===== src/rtl/serial_adder_ctrl.sv =====
// rtl/serial_adder_ctrl.sv - bit-serial WIDTH-bit adder built on one full_adder cell
//
// half_adder : s = a ^ b, c = a & b
// full_adder : two half_adders plus an OR for the carry
//   a, b, c_in   operand bits and carry-in
//   s, c_out     sum bit and carry-out
// serial_adder_ctrl : adds one bit per clock, LSB first
//   clk          rising-edge clock
//   rst          asynchronous active-high reset
//   start        begin an add; taken only while ready=1
//   a, b, c_in   operands and carry-in, captured on the accepted start
//   ready        high in IDLE
//   busy         high in RUN and DONE
//   done         one-cycle pulse; results valid from this cycle on
//   sum          registered WIDTH-bit result, held until the next completion
//   carry        registered carry-out of the MSB
//   overflow     signed overflow (carry into MSB ^ carry out of MSB)

module half_adder (
  input  logic a,
  input  logic b,
  output logic s,
  output logic c
);
  assign s = a ^ b;
  assign c = a & b;
endmodule

module full_adder (
  input  logic a,
  input  logic b,
  input  logic c_in,
  output logic s,
  output logic c_out
);
  logic s0, c0, c1;

  half_adder ha0 (.a(a),  .b(b),    .s(s0), .c(c0));
  half_adder ha1 (.a(s0), .b(c_in), .s(s),  .c(c1));

  assign c_out = c0 | c1;
endmodule

module serial_adder_ctrl #(
  parameter int WIDTH = 8
) (
  input  logic             clk,
  input  logic             rst,
  input  logic             start,
  input  logic [WIDTH-1:0] a,
  input  logic [WIDTH-1:0] b,
  input  logic             c_in,
  output logic             ready,
  output logic             busy,
  output logic             done,
  output logic [WIDTH-1:0] sum,
  output logic             carry,
  output logic             overflow
);
  // One extra bit so the counter reaches WIDTH-1 without wrapping, even at WIDTH=1.
  localparam int CW = $clog2(WIDTH) + 1;
  localparam logic [CW-1:0] LAST = CW'(WIDTH - 1);

  typedef enum logic [1:0] {IDLE, RUN, DONE} state_t;

  state_t          state, state_next;
  logic            load, step, last;
  logic [WIDTH-1:0] a_sr, b_sr, res_sr, res_next;
  logic            cy;
  logic [CW-1:0]   cnt;
  logic            fa_s, fa_co;

  full_adder fa (
    .a    (a_sr[0]),
    .b    (b_sr[0]),
    .c_in (cy),
    .s    (fa_s),
    .c_out(fa_co)
  );

  // New sum bit enters from the MSB side so that after WIDTH steps the
  // first (LSB) sum bit has arrived at bit 0.
  generate
    if (WIDTH == 1) begin : g_res_w1
      assign res_next = fa_s;
    end else begin : g_res_wn
      assign res_next = {fa_s, res_sr[WIDTH-1:1]};
    end
  endgenerate

  assign last = (cnt == LAST);

  always_ff @(posedge clk or posedge rst) begin
    if (rst) state <= IDLE;
    else     state <= state_next;
  end

  always_comb begin
    state_next = state;
    ready      = 1'b0;
    busy       = 1'b0;
    done       = 1'b0;
    load       = 1'b0;
    step       = 1'b0;
    case (state)
      IDLE: begin
        ready = 1'b1;
        if (start) begin
          load       = 1'b1;
          state_next = RUN;
        end
      end
      RUN: begin
        busy = 1'b1;
        step = 1'b1;
        if (last) state_next = DONE;
      end
      DONE: begin
        busy       = 1'b1;
        done       = 1'b1;
        state_next = IDLE;
      end
      default: state_next = IDLE;
    endcase
  end

  always_ff @(posedge clk or posedge rst) begin
    if (rst) begin
      a_sr     <= '0;
      b_sr     <= '0;
      res_sr   <= '0;
      cy       <= 1'b0;
      cnt      <= '0;
      sum      <= '0;
      carry    <= 1'b0;
      overflow <= 1'b0;
    end else if (load) begin
      a_sr <= a;
      b_sr <= b;
      cy   <= c_in;
      cnt  <= '0;
    end else if (step) begin
      a_sr   <= a_sr >> 1;
      b_sr   <= b_sr >> 1;
      res_sr <= res_next;
      cy     <= fa_co;
      if (last) begin
        // On the MSB step cy still holds the carry into the MSB, so the
        // overflow term is formed before cy is overwritten.
        sum      <= res_next;
        carry    <= fa_co;
        overflow <= cy ^ fa_co;
      end else begin
        cnt <= cnt + 1'b1;
      end
    end
  end
endmodule


===== config.mk =====
export PLATFORM = sky130hd
export DESIGN_NAME = serial_adder_ctrl
export DESIGN_NICKNAME = d
export VERILOG_FILES = /design/src/rtl/serial_adder_ctrl.sv
export SDC_FILE = /design/constraint.sdc
export NUM_CORES = 1
export LEC_CHECK = 0
export BUFFER_PORTS_ARGS = -buffer_cell sky130_fd_sc_hd__buf_4
export CAP_MARGIN = 20
export CORE_MARGIN = 2
export CORE_UTILIZATION = 51
export CTS_BUF_LIST = sky130_fd_sc_hd__clkbuf_8
export CTS_CLUSTER_SIZE = 8
export DETAILED_ROUTE_END_ITERATION = 16
export HOLD_SLACK_MARGIN = 0.05
export PLACE_DENSITY = 0.74
export SYNTH_ARGS = -nofsm -noshare
export SYNTH_HDL_FRONTEND = slang
export SYNTH_SLANG_ARGS = --single-unit

===== constraint.sdc =====
create_clock -name clk -period 1.8 [get_ports clk]
set_input_delay 0.09 -clock clk [delete_from_list [all_inputs] [get_ports clk]]
set_output_delay 0.09 -clock clk [all_outputs]
set_load 0.05 [all_outputs]

Word level (Yosys, flattened, before mapping)
Index checks and enable logic that the tools add are counted.
{ "classes": {"add_sub_neg": 1, "n_mul": 0, "n_div": 0, "order_cmp": 0, "eq_ne": 6, "n_shift": 0, "n_mux": 18, "bitwise_logic": 7, "n_reduce_logical": 7} }
{ "ops": {"columns": ["operator", "count"], "rows": [
  ["2-to-1 mux 8 bit", 4],
  ["2-to-1 mux 4 bit", 3],
  ["2-to-1 mux 1 bit", 8],
  ["inequality test 2 bit, second input constant", 3],
  ["AND reduction 2 bit", 3],
  ["adder 4 x 1 -> 4 bit, second input constant", 1],
  ["== test 4 x 3 -> 1 bit, second input constant", 1],
  ["2-to-1 mux 2 bit", 2],
  ["one-hot mux 2 bit (2 select lines)", 1],
  ["AND reduction 3 bit", 1],
  ["bitwise XOR 1 bit", 3],
  ["AND 1 bit", 2],
  ["== test 2 x 1 -> 1 bit, second input constant", 1],
  ["== test 2 bit, second input constant", 1],
  ["logical NOT 2 bit", 1],
  ["nonzero test 2 bit", 1],
  ["OR reduction 2 bit", 1],
  ["inverter 1 bit", 1],
  ["OR 1 bit", 1]
]} }
{ "word_totals": {"reg_bits": 41, "latchBits": 0, "ramBits": 0, "rom_bits": 0, "in_bits": 20, "out_inout_bits": 13, "mem_count": 0} }

Logic depth before layout (Yosys ltp)
Gate-level depths: netlist (run 1).
{ "depth": {"ltp_word": 5, "ltp_mapped": 7} }

By module
Synthesis (run 1) repeated with hierarchy kept, for this count alone.
{ "unflattened": {"cells_unflattened": 152, "area_unflattened_um2": 1824.2} }
{ "modules_own_cells": {"columns": ["mod", "instances", "cells_each", "area_each_um2", "seq_area_each_um2"], "rows": [
  ["serial_adder_ctrl", 1, 149, 1793.0, 1001.0],
  ["half_adder", 2, 1, 12.5, 0.0],
  ["full_adder", 1, 1, 6.3, 0.0]
]} }

Worst setup path before layout (run 1)
OpenSTA, ideal clock, no wires.
{ "synth_path": {"path_kind": "reg2reg", "start": "register state[0]", "end": "register b_sr[0]", "setup_ns": 0.083, "t_arrival_ns": 1.622, "required_time_ns": 1.717, "slack_ns": 0.096, "stages_incl_launch_ff": 8, "n_path_buf": 2, "path_cell_list": "dfrtp_1 -> inv_1 -> ha_1 -> and2_1 -> buf_2 -> buf_2 -> nand2_1 -> o21ai_0"} }
{ "synth_between": {"elab_chain_len": 3, "word_cells_on_any_way": 6} }
{ "synth_lines": {"columns": ["element", "line", "source"], "rows": [
  ["start, declared", "66", "state_t state, state_next;"],
  ["start signal, assigned", "95", "else state <= state_next;"],
  ["== test 2 x 1 -> 1 bit or logical NOT 2 bit (tied branches)", "105", "case (state)"],
  ["2-to-1 mux 1 bit", "105", null],
  ["nonzero test 2 bit (no line) or 2-to-1 mux 8 bit (tied branches)", null, null],
  ["end signal, assigned", "144", "b_sr <= b_sr >> 1;"],
  ["end, declared", "68", "logic [WIDTH-1:0] a_sr, b_sr, res_sr, res_next;"]
]} }
Several ways; a longest one is shown, not always the timed one.
A chain may end at the register's enable or synchronous reset.

Worst setup path after layout (run 1)
{ "layout_path": {"start": "register state[1]", "end": "register sum[1]"} }
{ "layout_between": {"elab_chain_len": 4, "word_cells_on_any_way": 6} }
{ "layout_lines": {"columns": ["element", "line", "source"], "rows": [
  ["logical NOT 2 bit", "105", null],
  ["2-to-1 mux 1 bit", "105", null],
  ["inverter 1 bit (no line)", null, null],
  ["AND reduction 3 bit (no line) (*)", null, null],
  ["end signal, assigned", "150", "sum <= res_next;"],
  ["end, declared", "56", "output logic [WIDTH-1:0] sum,"]
]} }
Mark *: on every way between the ends. The rest lies on a longest branch, timed or not.

==> results of run 1 <==
==> registers in the layout, indices dropped and copies added, names as in the netlist, 2 cells and up <==
name and count:
cnt 4, a_sr 8, state 2, sum 8, b_sr 8, res_sr 7
==> kinds of logic after synthesis <==
logic type      after synthesis  share of synthesized area
fa+ha+maj                     7                     0.0524
flops                        40                      0.552
simple gates                 32                     0.0883
buf+inv                      12                     0.0393
xor+xnor                      1                    0.00483
mux                          33                      0.194
compound gates               25                     0.0690
==> power groups by stage <==
stage,Sequential [mW],Combinational (mW),Clock [mW]
3_3_place_gp,1.52,1.62,0
3_5_place_dp,1.55,1.69,0
5_1_grt,1.59,1.88,0.787
6_report,1.53,1.71,0.713
2_1_floorplan,1.67,1.16,0
4_1_cts,1.54,1.73,0.732
==> Yosys cell counts (all sizes together) <==
cell type / number
clkbuf: 1
nor2b: 1
mux2: 18
nand3: 1
and4: 1
nand3b: 1
xnor2: 1
nor3: 1
and3b: 1
or3: 2
nand4b: 1
dfrtp: 40
mux2i: 15
fa: 1
nand2: 21
ha: 6
nand4: 1
a21oi: 5
o21ai: 20
and2: 1
inv: 4
buf: 7
==> what timing repair did <==
action	4_1_cts	5_1_grt
endpoints found under the hold margin	57	0
setup endpoints to repair	0	0
hold buffers	18	0
==> worst paths after layout <==
path / depth (start not counted) / from / to
min reg2reg: 2 / overflow / overflow
max reg2reg: 4 / state[1] / sum[1]
max: 4 / state[1] / sum[1]
min: 4 / start / state[0]
min in group asynchronous: 4 / rst / b_sr[2]
max in group asynchronous: 4 / rst / a_sr[2]
==> area by class of cell <==
cell class                 instances  area (um^2)
clock buffer                       5         68.8
inverter                           4         15.0
fill                             248         1000
timing repair buffer              55          458
multi-input combinational         98          742
tap                               46         57.6
clock inverter                     3         42.5
sequential                        40         1000
==> cells in the final DEF (no fill, tap or decap), types with 2 or more instances in the layout <==
| cell type | n |
|---|---|
| mux2i_1 | 15 |
| clkbuf_8 | 5 |
| dlygate4sd3_1 | 18 |
| a21oi_1 | 5 |
| or3_1 | 2 |
| dfrtp_1 | 40 |
| o21ai_0 | 20 |
| buf_4 | 37 |
| nand2_1 | 21 |
| mux2_2 | 18 |
| ha_1 | 6 |
| inv_1 | 4 |
==> worst reg2reg max path: stages (launching register included) <==
cell	delay [ns]
dfrtp_1	0.41
inv_1	0.13
ha_1	0.20
nand4b_2	0.33
mux2_2	0.39
==> routing by layer <==
layer  vias up  track usage
met2        23        0.337
met5         -            0
met1       617        0.220
met3         4       0.0500
li1        625            -
met4         0       0.0652
==> through the flow <==
stage                     cells  hold slack, ns
after floorplan             150           0.207
after global placement      225           0.232
after detailed placement    225           0.242
after CTS                   251           0.327
after global routing        251           0.366
final                       251           0.335
==> summary.txt, run 1 <==
Job
  • Max_cap viols: 0

Power
  • Worst VDD drop: 0.772 mV
  • Reg power frac: 0.387
  • Logic pwr share: 0.433
  • Int Power: 2.44 mW
  • Sw Ratio: 0.383
  • P_leak: 1.15 nW
  • Total chip power: 3.95 mW
  • Power per cell area: 1660 mW/mm^2
  • Sw power: 1.51 mW
  • Clock power frac: 0.180

Global routing
  • GRT overflow: 0
  • First-pass GRT wire length: 5890 um
  • Initial antenna violation count: 0
  • Number of global-route vias before repair: 1310
  • Largest net degree at the start of global routing: 41
  • GRT Util Overall: 0.190

STA
  • Least-Margin Pin Slew: 0.490 ns
  • Final Max Tran Viols: 0
  • Unrepaired setup endpoints after global routing: no
  • Period utilisation layout: 0.865
  • Final Hold Fails: 0
  • Slew headroom: 0.673
  • Peak Freq: 642 MHz
  • Setup TNS: 0 ns
  • Setup slack after layout: around 0.24 ns
  • # setup viols final: 0
  • Clock period minus final worst setup slack: ~1.6 ns
  • Fin Clk Skew: between 0.003 and 0.004 ns

Logic synthesis
  • Dominant cells by area after synthesis: dfrtp_1, mux2_2, mux2i_1, o21ai_0, nand2_1
  • Ys Warns: 0
  • Avg Inst Size Synth: approximately 12 um^2
  • Yosys top cell by area: dfrtp_1
  • Share of the synthesized area in the top cell type: 0.552
  • Number of unique standard cell types used by synthesis: 24
  • Mapped cell area: 0.00181 mm^2
  • Post-Syn Nets: ~180
  • Cells after Synth: 150
  • Post-synthesis sequential area ratio: 0.552
  • Synth Register Bits: 40

Route
  • Via count: between 1000 and 1500
  • Wl on met1: 1380 um
  • # DRC: 0
  • Met3 routed WL: about 110 um
  • Final ANT Viol Nets: 0
  • 1st-iter DRT viols: 46
  • DR vias/cell: 5.06
  • Drt pass-1 iters: 4
  • Max Used Layer: met4
  • Total Wirelength: about 3300 um
  • Routed wire length per instance: between 10 and 15 um
  • WL met2: around 1800 um

Setup path
  • Startpoint Class: flop
  • Setup Crit Path Kind: flop to flop
  • Crit. End Element: flop
  • WP data arrival: between 1.5 and 2 ns
  • CP max-delay cell: dfrtp_1
  • Buf/Inv on CP: 1
  • Worst-path fanout max: 11
  • Worst path top cell family by delay: flip-flops
  • Crit-path max cell delay: ~0.4 ns
  • Crit path cell chain: inv_1, ha_1, nand4b_2, mux2_2
  • WP data required: 1.97 ns
  • Setup slack, reg-to-reg: roughly 0.24 ns

Clocking
  • CTS tree: yes
  • Clock Latency Late Sink: roughly 0.28 ns
  • Total CTS buffers: 5
  • Clock-pin slew on the worst setup and hold paths: 0.08 ns
  • CTS sink cnt: 40
  • Max clock buf depth: 2
  • Root Driver: clkbuf_8
  • H-tree depth: 2
  • Postcts setup bufs: 0
  • PostCTS Resize Cnt: 0

Place
  • Final HPWL DP: 2200 um
  • Pre-CTS setup slack: 0.214 ns
  • Placed cell area: between 0.002 and 0.0025 mm^2
  • IO buf count: 32
  • Gpl congestion: just under 0.8

Floorplan
  • Die span in x: ~64 um
  • Die Area: roughly 0.0041 mm^2
  • Die height: around 64 um
  • Starting Density: 0.535
  • Core area: 0.00339 mm^2
  • Io pins: 33
  • Core Rows: 21

Hold path
  • Worst min-delay path class: input pin to flop

Final layout
  • Post-layout instance area: around 0.0024 mm^2
  • Ratio of cells with drive above 1 in the final layout: 0.312
  • Layout Nets: between 200 and 250
  • Synth-to-layout area growth: 31.4%
  • # diodes: 0
  • Final Util: 0.704

Run status
  • Status: finished, final reports clean
(Power assumes the default switching activity.)
==> inputs of run 2 (changes only) <==
Settings changed: PLACE_DENSITY 0.74 to unset, PLACE_DENSITY_LB_ADDON set to 0.12.
==> run 2 against run 1 <==
Clock power increased by 2%; critical path depth grew 1; clock skew about the same; first-iteration DRC count grew 41%; global-route usage decreased by 0.92 points; non-clock buffer count decreased by 1; die area did not move; highest routed layer unchanged.
==> summary.txt, run 2 (synthesized netlist as in run 1, its figures left out) <==
Setup path
  • Reg2Reg Depth: 5 (+1)
  • Setup slack, reg-to-reg: 0.17 ns (-0.08 ns)
  • Worst path top cell family by delay: buffers and inverters
  • Reg2reg end: b_sr[1]
  • Buf/Inv on CP: 2 (+1)
  • Setup Crit Path Kind: flop to flop
  • WP data required: 1.97 ns (about the same)
  • Crit. End Element: flop
  • Startpoint Class: flop
  • Reg2reg start: state[1]
  • Crit path cell chain: inv_1, ha_1, buf_4, mux2i_1, o21ai_0
  • CP max-delay cell: dfrtp_1
  • WP data arrival: 1.80 ns (+0.07 ns)
  • Worst-path fanout max: 15 (+4)
  • Crit-path max cell delay: 0.40 ns (about the same)

Power
  • P_leak: 1.14 nW (-0.14%)
  • Power per cell area: 1670 mW/mm^2 (+0.50%)
  • Total chip power: 3.98 mW (+0.71%)
  • Worst VDD drop: 1.21 mV (+56%)

STA
  • Period utilisation layout: 0.907 (+0.0418)
  • Clock period minus final worst setup slack: 1.63 ns (+0.0752 ns)
  • Slew headroom: 0.675 (+0.00184)
  • Final Hold Fails: 0 (unchanged)
  • Setup TNS: 0 ns (unchanged)
  • # setup viols final: 0 (unchanged)
  • Least-Margin Pin Slew: 0.487 ns (-0.00276 ns)
  • Fin Clk Skew: 0.00345 ns (-0.000357 ns)
  • Peak Freq: 613 MHz (-4.6%)
  • Final Max Tran Viols: 0 (unchanged)
  • Unrepaired setup endpoints after global routing: no
  • Final hold slack: 0.308 ns (-0.0268 ns)

Clocking
  • Clock Latency Late Sink: 0.29 ns (about the same)
  • Total CTS buffers: 5 (unchanged)
  • Root Driver: clkbuf_8
  • Max clock buf depth: 2 (unchanged)
  • Clock-pin slew on the worst setup and hold paths: 0.08 ns (about the same)
  • CTS tree: yes
  • PostCTS Resize Cnt: 0 (unchanged)
  • CTS sink cnt: 40 (unchanged)
  • H-tree depth: 2 (unchanged)

Global routing
  • Initial antenna violation count: 0 (unchanged)
  • Largest net degree at the start of global routing: 41 (unchanged)
  • Number of global-route vias before repair: 1298 (-0.92%)
  • GRT overflow: 0 (unchanged)
  • GRT Util Overall: 0.180 (-0.00923)
  • First-pass GRT wire length: 5590 um (-5.1%)

Route
  • Routed wire length per instance: 13.2 um (-0.86%)
  • Drt pass-1 iters: 4 (unchanged)
  • Total Wirelength: 3300 um (-1.3%)
  • DR vias/cell: 5.04 (-0.23%)
  • # DRC: 0 (unchanged)
  • Via count: 1261 (-0.63%)
  • Final ANT Viol Nets: 0 (unchanged)
  • 1st-iter DRT viols: 65 (+41%)

Final layout
  • Commonest cells after routing, fill and taps aside: dfrtp_1, buf_4, nand2_1, o21ai_0
  • Area of the multi-input gates: 742 um^2 (unchanged)
  • FILL cells: 244 (-1.6%)
  • Post-layout instance area: 0.00239 mm^2 (+0.21%)
  • Final Util: 0.705 (+0.00148)
  • Layout Nets: 230 (-0.43%)
  • Synth-to-layout area growth: 31.7%
  • Commonest non-fill, non-tap cell in the layout: dfrtp_1
  • FF/Latch Area: 0.00100 mm^2 (unchanged)
  • Ratio of cells with drive above 1 in the final layout: 0.309 (-0.00337)
  • # diodes: 0 (unchanged)
  • Top flop regs: a_sr: 8 flops, b_sr: 8 flops, sum: 8 flops

Hold path
  • Hold Path Stages: 4 (unchanged)
  • Hold path endpoint: state[1]
  • Hold_sp: start
  • Worst min-delay path class: input pin to flop

Place
  • IO buf count: 32 (unchanged)
  • Final HPWL DP: 2040 um (-7.2%)
  • Gpl congestion: 0.705 (-8.4%)
  • Placed cell area: 0.00210 mm^2 (+0.24%)

Floorplan
  • Core area: 0.00339 mm^2 (unchanged)
  • Die height: 63.6 um (unchanged)
  • Core Rows: 21 (unchanged)
  • Io pins: 33 (unchanged)
  • Die span in x: 63.6 um (unchanged)
  • Starting Density: 0.535 (unchanged)
  • Die Area: 0.00405 mm^2 (unchanged)

Job
  • Max_cap viols: 0 (unchanged)

Run status
  • Status: finished, final reports clean
==> run 2: cell count changes in the layout (fill, tap and decap cells not counted), sizes merged <==
cell / delta
buf: -1
==> run 2: worst max-delay path by stage <==
| stage | slack (ns) | depth (start not counted) | endpoint | start |
|---|---|---|---|---|
| after floorplan | 0.1 | 7 | b_sr[0] | state[0] |
| after global placement | 0.30 | 5 | a_sr[4] | state[1] |
| after detailed placement | 0.20 | 5 | b_sr[1] | state[1] |
| after CTS | 0.18 | 5 | a_sr[6] | state[1] |
| after global routing | 0.09 | 5 | a_sr[6] | state[1] |
| final | 0.17 | 5 | b_sr[1] | state[1] |
==> run 2: worst reg2reg max path: stages, from the launching register on <==
cell and delay [ns]:
dfrtp_1 0.40, inv_1 0.14, ha_1 0.32, buf_4 0.33, mux2i_1 0.23, o21ai_0 0.10
==> run 2: stage by stage <==
stage                     cells  setup slack (ns)
after floorplan             150            0.0958
after global placement      224             0.296
after detailed placement    224             0.196
after CTS                   250             0.183
after global routing        250            0.0894
final                       250             0.168
==> run 2: report_power, final <==
part	switching [mW]	internal [mW]	total (mW)	leakage, nW
sequential	0.250	1.28	1.53	0.513
clock	0.317	0.410	0.727	0.0541
combinational	0.966	0.761	1.73	0.578
total	1.53	2.45	3.98	1.14
==> run 2: per-layer routing <==
layer | part of all wire | GRT usage | vias to the layer above
met5 | 0 | 0 | -
met4 | 0.015 | 0.0571 | 0
met3 | 0.039 | 0.0536 | 5
met2 | 0.50 | 0.314 | 24
met1 | 0.45 | 0.213 | 606
li1 | - | - | 626
==> run 2: repair_timing <==
item                                   CTS  global route
hold buffers                            18             0
endpoints found under the hold margin   57             0
buffers inserted                         0             0
==> run 2: cell type report <==
type                       count  share of cell area
sequential                    40               0.419
tap                           46              0.0241
clock buffer                   5              0.0288
clock inverter                 3              0.0178
multi-input combinational     98               0.310
inverter                       4             0.00628
timing repair buffer          54               0.194
==> inputs of run 3 (changes only) <==
Settings changed: CORE_MARGIN 2 to unset, SETUP_SLACK_MARGIN set to 0.4.
Clock period 1.8 ns to 1.74 ns, I/O delays scaled along.
==> run 3 against run 2 <==
Total power rose by 19%; global-route usage up 2.8 points; critical endpoint is now state[0]; sequential share of layout area fell by 4.3 points; combinational power increased by 45%; routed wire length rose by 15%; maximum frequency is 15% higher; sequential cell count stayed put; hold slack worse by 0.089 ns; die area decreased by 6.2%; clock-buffer cell count rose by 1; largest power group unchanged; register-to-register slack improved by 0.16 ns.
==> summary.txt, run 3 (synthesized netlist as in run 1, its figures left out) <==
Clocking
  • CTS tree: yes
  • Total CTS buffers: 5 (unchanged)
  • H-tree depth: 2 (unchanged)
  • CTS sink cnt: 40 (unchanged)
  • Root Driver: clkbuf_8
  • Clock-pin slew on the worst setup and hold paths: 0.08 ns (about the same)
  • Clock Latency Late Sink: 0.29 ns (about the same)
  • Max clock buf depth: 2 (unchanged)

Final layout
  • Ratio of cells with drive above 1 in the final layout: 0.428 (+0.119)
  • Layout Nets: 248 (+7.8%)
  • Commonest cells after routing, fill and taps aside: buf_4, dfrtp_1, nand2_1, dlygate4sd3_1
  • Top flop regs: a_sr: 8 flops, b_sr: 8 flops, sum: 8 flops
  • Commonest non-fill, non-tap cell in the layout: buf_4
  • FILL cells: 217 (-11%)
  • Synth-to-layout area growth: 47.3%
  • # diodes: 0 (unchanged)

Setup path
  • Startpoint Class: flop
  • WP data required: 1.92 ns (-0.05 ns)
  • Crit-path max cell delay: 0.41 ns (about the same)
  • Reg2Reg Depth: 4 (-1)
  • WP depth: 4 (-1)
  • Worst path top cell family by delay: flip-flops
  • Worst-path fanout max: 5 (-10)
  • WP data arrival: 1.59 ns (-0.21 ns)
  • Crit. End Element: flop
  • Setup Crit Path Kind: flop to flop
  • CP max-delay cell: dfrtp_1
  • Buf/Inv on CP: 0 (-2)
  • Crit path cell chain: ha_4, nand3b_1, a21oi_4, mux2_4

Hold path
  • Hold Path Stages: 3 (-1)
  • Worst min-delay path class: input pin to flop

Route
  • WL met2: 1950 um (+18%)
  • 1st-iter DRT viols: 30 (-54%)
  • # DRC: 0 (unchanged)
  • Routed wire length per instance: 14.2 um (+7.4%)
  • Total Wirelength: 3790 um (+15%)
  • Drt pass-1 iters: 4 (unchanged)
  • Final ANT Viol Nets: 0 (unchanged)
  • Via count: 1362 (+8.0%)
  • Max Used Layer: met4
  • Wl on met1: 1660 um (+13%)
  • Met3 routed WL: 111 um (-13%)
  • DR vias/cell: 5.08 (+0.76%)

STA
  • # setup viols final: 0 (unchanged)
  • Slew headroom: 0.673 (-0.00247)
  • Peak Freq: 706 MHz (+15%)
  • Final Max Tran Viols: 0 (unchanged)
  • Unrepaired setup endpoints after global routing: yes
  • Final hold slack: 0.219 ns (-0.0888 ns)
  • Final Hold Fails: 0 (unchanged)
  • Least-Margin Pin Slew: 0.491 ns (+0.00371 ns)
  • Period utilisation layout: 0.814 (-0.0928)
  • Clock period minus final worst setup slack: 1.42 ns (-0.216 ns)
  • Setup TNS: 0 ns (unchanged)
  • Fin Clk Skew: 0.00629 ns (+0.00284 ns)

Job
  • Max_cap viols: 0 (unchanged)

Floorplan
  • Core Rows: 21 (unchanged)
  • Die span in x: 61.6 um (-3.1%)
  • Die Area: 0.00380 mm^2 (-6.2%)
  • Io pins: 33 (unchanged)
  • Starting Density: 0.539 (+0.00418)
  • Die height: 61.6 um (-3.1%)
  • Core area: 0.00336 mm^2 (-0.78%)

Global routing
  • GRT overflow: 0 (unchanged)
  • GRT Util Overall: 0.208 (+0.0281)
  • Largest net degree at the start of global routing: 41 (unchanged)
  • Number of global-route vias before repair: 1295 (-0.23%)
  • First-pass GRT wire length: 5570 um (-0.38%)
  • Initial antenna violation count: 0 (unchanged)

Place
  • Final HPWL DP: 2120 um (+3.7%)
  • IO buf count: 32 (unchanged)
  • Gpl congestion: 0.800 (+13%)

Power
  • Worst VDD drop: 1.13 mV (-6.1%)
  • Power per cell area: 1770 mW/mm^2 (+6.2%)
  • P_leak: 1.30 nW (+13%)

Run status
  • Status: finished, final reports clean
## run 3: timing repair
item,CTS,global route
pin swaps,6,6
setup endpoints to repair,34,39
setup buffers,12,4
resized for setup,7,14
endpoints found under the hold margin,57,0
hold buffers,18,0
gates cloned,1,2
## run 3: worst reg2reg max path, delay by kind of cell (launching register included)
kind	cells	cell delay [ns]
adder cells (fa/ha/maj)	1	0.18
AND/OR/NAND/NOR	1	0.17
flip-flops	1	0.41
AO/OA/AOI/OAI	1	0.24
multiplexers	1	0.32
## run 3: final cells by class
type                            instances  area [um^2]  share of cell area
Sequential cell                        40         1000               0.375
Multi-Input combinational cell        101          887               0.332
Timing Repair Buffer                   69          611               0.228
Clock buffer                            6         82.6              0.0309
Tap cell                               46         57.6              0.0215
Inverter                                4         20.0             0.00749
Clock inverter                          2         11.3             0.00421
## run 3: worst paths after layout
path | slack, ns | start | endpoint
max in group asynchronous | 0.90 | rst | cnt[2]
min in group asynchronous | 0.48 | rst | sum[0]
hold reg to reg | 0.50 | overflow | overflow
hold / removal | 0.22 | start | cnt[3]
setup reg to reg | 0.32 | cnt[0] | state[0]
setup / recovery | 0.32 | cnt[0] | state[0]
## run 3: where the power goes
group	internal, mW	leakage [nW]	total (mW)	switching (mW)
clock network	0.316	0.0486	0.626	0.310
logic	1.26	0.738	2.50	1.23
registers	1.33	0.510	1.61	0.282
## run 3: stage by stage
| stage | cells | util | power [mW] | area (um^2) | worst slack [ns] |
|---|---|---|---|---|---|
| floorplan | 150 | - | 3.18 | 1910 | 0.337 |
| CTS | 262 | 0.770 | 4.50 | 2590 | 0.342 |
| global placement | 223 | 0.642 | 3.46 | 2160 | 0.253 |
| detailed placement | 223 | 0.642 | 3.56 | 2160 | 0.195 |
| global route | 268 | 0.795 | 5.02 | 2670 | 0.258 |
| finish | 268 | 0.795 | 4.73 | 2670 | 0.324 |
## run 3: metal layers
| metal | track usage | vias to the layer above |
|---|---|---|
| met1 | 0.243 | 662 |
| met2 | 0.358 | 27 |
| met3 | 0.0567 | 8 |
| li1 | - | 665 |
| met4 | 0.0952 | 0 |
| met5 | 0 | - |
